===== src/rtl/out_fifo_reg.sv =====
// Stage-2 -> stage-3 output buffer: DEPTH-entry first-word-fall-through FIFO with
// valid/ready drain, almost-full back-pressure, flush, sticky overflow and stall forwarding.
module out_fifo_reg #(
    parameter int DATA_W = 16,
    parameter int DEPTH  = 4,
    parameter int AF_LVL = 3
) (
    input  logic                       clock,
    input  logic                       reset,
    input  logic                       stalled,
    input  logic                       flush,
    input  logic                       dataoutvx2,
    input  logic [DATA_W-1:0]          dataoutx2,
    input  logic                       out_ready,
    output logic                       stalledx3,
    output logic                       dataoutvx3,
    output logic [DATA_W-1:0]          dataoutx3,
    output logic                       out_afull,
    output logic                       out_ovf,
    output logic [$clog2(DEPTH):0]     out_count
);

    localparam int PTR_W = $clog2(DEPTH);
    localparam int CNT_W = PTR_W + 1;

    logic [DATA_W-1:0] mem [DEPTH];
    logic [PTR_W-1:0]  wr_ptr;
    logic [PTR_W-1:0]  rd_ptr;
    logic [CNT_W-1:0]  count;

    logic wr_req;
    logic rd;
    logic full;
    logic wr;
    logic drop;

    // A full buffer still takes a write when the head leaves in the same cycle.
    always_comb begin
        wr_req = dataoutvx2 & ~stalled;
        full   = (count == CNT_W'(DEPTH));
        rd     = dataoutvx3 & out_ready;
        wr     = wr_req & (~full | rd);
        drop   = wr_req & full & ~rd;
    end

    // NOTE: sequential state uses non-blocking assignments so every flop samples
    // pre-edge values regardless of statement order.
    always_ff @(posedge clock) begin
        if (reset) begin
            wr_ptr    <= '0;
            rd_ptr    <= '0;
            count     <= '0;
            stalledx3 <= 1'b0;
            out_ovf   <= 1'b0;
        end else begin
            stalledx3 <= stalled;
            if (drop) begin
                out_ovf <= 1'b1;
            end
            if (flush) begin
                wr_ptr <= '0;
                rd_ptr <= '0;
                count  <= '0;
            end else begin
                if (wr) begin
                    wr_ptr <= wr_ptr + PTR_W'(1);
                end
                if (rd) begin
                    rd_ptr <= rd_ptr + PTR_W'(1);
                end
                count <= count + CNT_W'(wr) - CNT_W'(rd);
            end
        end
    end

    // NOTE: the storage array has no reset; validity is tracked by count alone,
    // so clearing it would only cost reset fan-out.
    always_ff @(posedge clock) begin
        if (!reset && !flush && wr) begin
            mem[wr_ptr] <= dataoutx2;
        end
    end

    always_comb begin
        dataoutvx3 = (count != '0);
        dataoutx3  = dataoutvx3 ? mem[rd_ptr] : '0;
        out_afull  = (count >= CNT_W'(AF_LVL));
        out_count  = count;
    end

endmodule


===== config.mk =====
export PLATFORM = sky130hd
export DESIGN_NAME = out_fifo_reg
export DESIGN_NICKNAME = d
export VERILOG_FILES = /design/src/rtl/out_fifo_reg.sv
export SDC_FILE = /design/constraint.sdc
export NUM_CORES = 1
export LEC_CHECK = 0
export ABC_AREA = 1
export ABC_CLOCK_PERIOD_IN_PS = 2000
export CAP_MARGIN = 20
export CORE_ASPECT_RATIO = 0.9
export CORE_UTILIZATION = 47
export CTS_CLUSTER_DIAMETER = 30
export DETAILED_ROUTE_END_ITERATION = 8
export PLACE_DENSITY = 0.76
export SLEW_MARGIN = 15
export SYNTH_ARGS = -nofsm -noshare
export SYNTH_HDL_FRONTEND = slang
export SYNTH_SLANG_ARGS = --single-unit

===== constraint.sdc =====
create_clock -name clock -period 2 [get_ports clock]
set_input_delay 0.2 -clock clock [delete_from_list [all_inputs] [get_ports clock]]
set_output_delay 0.2 -clock clock [all_outputs]
set_load 0.02 [all_outputs]

==> impl_results.md, run 1 <==
- Syn avg cell area: around 12 um^2
- Mapped Area: a little over 0.003 mm^2
- Syn Inst Count: 270
- MaxCap Viol Count: 0
- Post-synth ARST share: 0%
- Top cell type's share of synthesized area: 61.74%
- IO Port Bufs: 44
- Cell family with most CP delay: adder cells
- Largest net degree at the start of global routing: 21
- Site row count: 27
- Clock sink total: 75
- Die height: just under 80 um
- Slowest stage delay, CP: roughly 380 ps
- Area leader, netlist: edfxtp_1
- Drt via density: 4.915
- RSZ-0062 raised after global routing: yes
- CTS root buf: clkbuf_8
- Final setup TNS: 0 ps
- Final Worst Setup Slack: 110.9 ps
- Critical path, cell by cell: nor2_4, nand2_4, nand2_1, inv_1, ha_1, inv_1, ha_1, fa_1, xnor2_1, nor2_1
- First DRT Iteration DRCs: 147
- DRC viols: 0
- Seq/Total Area, Yosys: between 60% and 70%
- Fraction of layout cells with a size suffix above 1: 13.06%
- Area grow syn2layout: 23.83%
- Peak VDD IR: 0.4910 mV
- CTS tree: yes
- Kind of critical path: register to register
- Period utilization: 94.46%
- Synth unique cells: 21
- Count of final max-slew check failures: 0
- Vias in the first global route: 1976
- Post-route ant nets: 0
- Fmax: 0.5293 GHz
- Hold crit path type: input port to register
- Initial antenna violation count: 0
- WHS: ~400 ps
- Nets: 363
- Tmin final: 1889 ps
- Fin. Hold Viols: 0
- Worst-skew pair later-pin latency: between 300 and 400 ps
- Outcome: finished, final reports clean
- Pre-antenna DRT Iters: 4
- Final estimated routing congestion in global placement: 0.7225
- H-tree depth: 3
- Clock skew: 6.740 ps
- Setup Slack @ Placement: -94.79 ps
- Worst Path Required: approximately 2200 ps
- Post-CTS Setup Inserts: 0
- Hold-fix buffers at CTS: 0
- Placed Cells: 409
- Detail Placement HPWL: between 4 and 5 mm
- Ant. Diodes: 0
- Non-filler cells, final: 424
- Die width: 87.79 um
- Crit path buffers/inverters: 2
- Synth Flop Type: edfxtp_1
- CTS Buf Count: 9
- Endpoint class of the critical path: register
- Slowest-stage cell, CP: fa_1
- Slew @ Worst Pin: 347.9 ps
- Slew HR: between 70% and 80%
- Setup violators final: 0
- Wire per inst: 13.85 um
- Reg clk slew, reported paths: 70 ps
- Worst-path fanout max: 5
- Via count: ~2100
- Core Area: around 0.0062 mm^2
- Syn Nets: 300
- Gr ovfl total: 0
- Max Root-Sink Buffers: 2
- Yosys warnings: 0
- All-Layer GR Usage: 19.02%
- Fillers: 507
- I/O pin cnt: 45
- Post-synth EDFFs: 64
- Leading post-synthesis cells by cell area: edfxtp_1 (62%), nor2_1 (9.5%), dfxtp_1 (7.1%)
- Initial Util: 49.81%
- Pleak: 1.447 nW
- CP Launch Type: register
- Power Dens Cells: approximately 760 mW/mm^2
- First-pass GRT wire length: roughly 9.5 mm
- WP data arrival: between 2000 and 2500 ps
- Die area: 0.006953 mm^2
- Total wire length: 5.874 mm
- Synth Register Bits: 75
power breakdown:
| part | switching, mW | total, mW | leakage (nW) | internal, mW |
|---|---|---|---|---|
| Sequential | 0.0117 | 1.72 | 0.668 | 1.71 |
| Combinational | 0.170 | 0.296 | 0.704 | 0.126 |
| Clock | 0.482 | 0.920 | 0.0755 | 0.438 |
cell usage in the layout (no fill, tap or decap):
cell type,synthesis,layout
fa_1,1,1
nor2_1,79,79
clkinv_1,0,2
nand2_1,10,10
buf_12,0,1
dlygate4sd2_1,0,11
clkbuf_2,0,3
ha_1,7,7
nor2_4,1,1
inv_2,3,3
o21ai_0,22,22
dfxtp_2,0,4
a21oi_1,20,20
clkinv_4,0,1
buf_6,5,1
clkbuf_1,0,3
nand3_1,4,4
nand3_2,2,2
buf_4,3,17
clkbuf_8,0,9
inv_1,20,20
dfxtp_1,11,7
edfxtp_1,64,64
xnor2_1,1,1
nand4_1,1,1
o21ai_1,11,11
clkdlybuf4s50_1,0,28
nand2_4,1,1
clkdlybuf4s15_1,0,2
inv_4,1,1
flip-flops by register name, summed over array words and instances (netlist names), named ones only:
signal and cells:
stalledx3 1, mem 64, rd_ptr 2, out_count 3, wr_ptr 2, out_ovf 1
metal layers:
metal | wire length, um | global-route usage, %
met1 | 2460 | 22.95
met2 | 3089 | 32.56
met3 | 268 | 5.405
met4 | 56 | 6.393
met5 | 0 | 0
cells by family (layout without fill, tap and decap cells):
| kind of cell | Yosys count | in the layout | synth area share [%] |
|---|---|---|---|
| compound gates | 53 | 53 | 8.521 |
| fa+ha+maj | 8 | 8 | 3.456 |
| flops | 75 | 75 | 68.81 |
| buf+inv | 35 | 102 | 5.988 |
| simple gates | 98 | 98 | 12.94 |
| xor+xnor | 1 | 1 | 0.2814 |
worst min-delay path: stages:
cell and delay [ps]:
clkdlybuf4s50_1 410, inv_1 60, nor2_1 30
worst paths after layout:
path | end | cells past startpoint | slack [ps] | from
worst max-delay path | out_count[2] | 10 | 110 | out_count[0]
worst min-delay path | stalledx3 | 3 | 400 | stalled
worst max register to register | out_count[2] | 10 | 110 | out_count[0]
worst min register to register | out_ovf | 2 | 450 | out_ovf
synth_stat cells (2+ instances only):
library cell / instances
nor2_1: 79
edfxtp_1: 64
o21ai_0: 22
a21oi_1: 20
inv_1: 20
dfxtp_1: 11
o21ai_1: 11
nand2_1: 10
ha_1: 7
buf_6: 5
nand3_1: 4
buf_2: 3
buf_4: 3
inv_2: 3
nand3_2: 2
through the flow:
stage               util, %  cell area [um^2]  power [mW]
floorplan                 -              3113       1.915
global placement      59.58              3724       2.068
detailed placement    59.58              3724       2.076
CTS                   61.68              3855       2.969
global route          61.68              3855       3.053
finish                61.68              3855       2.939
timing repair:
item	in CTS	in global routing
setup endpoints to repair	16	17
gates cloned	0	0
gates resized for setup	16	13
pin swaps	0	1
cell type report:
class	instances	area (um^2)	share of cell area (%)
clock inverters	3	16.27	0.4219
flip-flops and latches	75	2147	55.70
clock buffers	12	135.1	3.505
multi-input cells	160	784.5	20.35
repair buffers	63	570.5	14.80
well taps	87	108.9	2.824
inverters	24	92.59	2.402
(Power assumes the default switching activity.)
==> inputs of run 2 (changes only) <==
- CTS_CLUSTER_SIZE: default -> 30
==> results of run 2 <==
The final DEF is identical to that of run 1; final timing and power are the same.
==> inputs of run 3 (changes only) <==
- CAP_MARGIN: 20 -> default
==> results of run 3 <==
The final DEF is identical to that of run 1; final timing and power are the same.
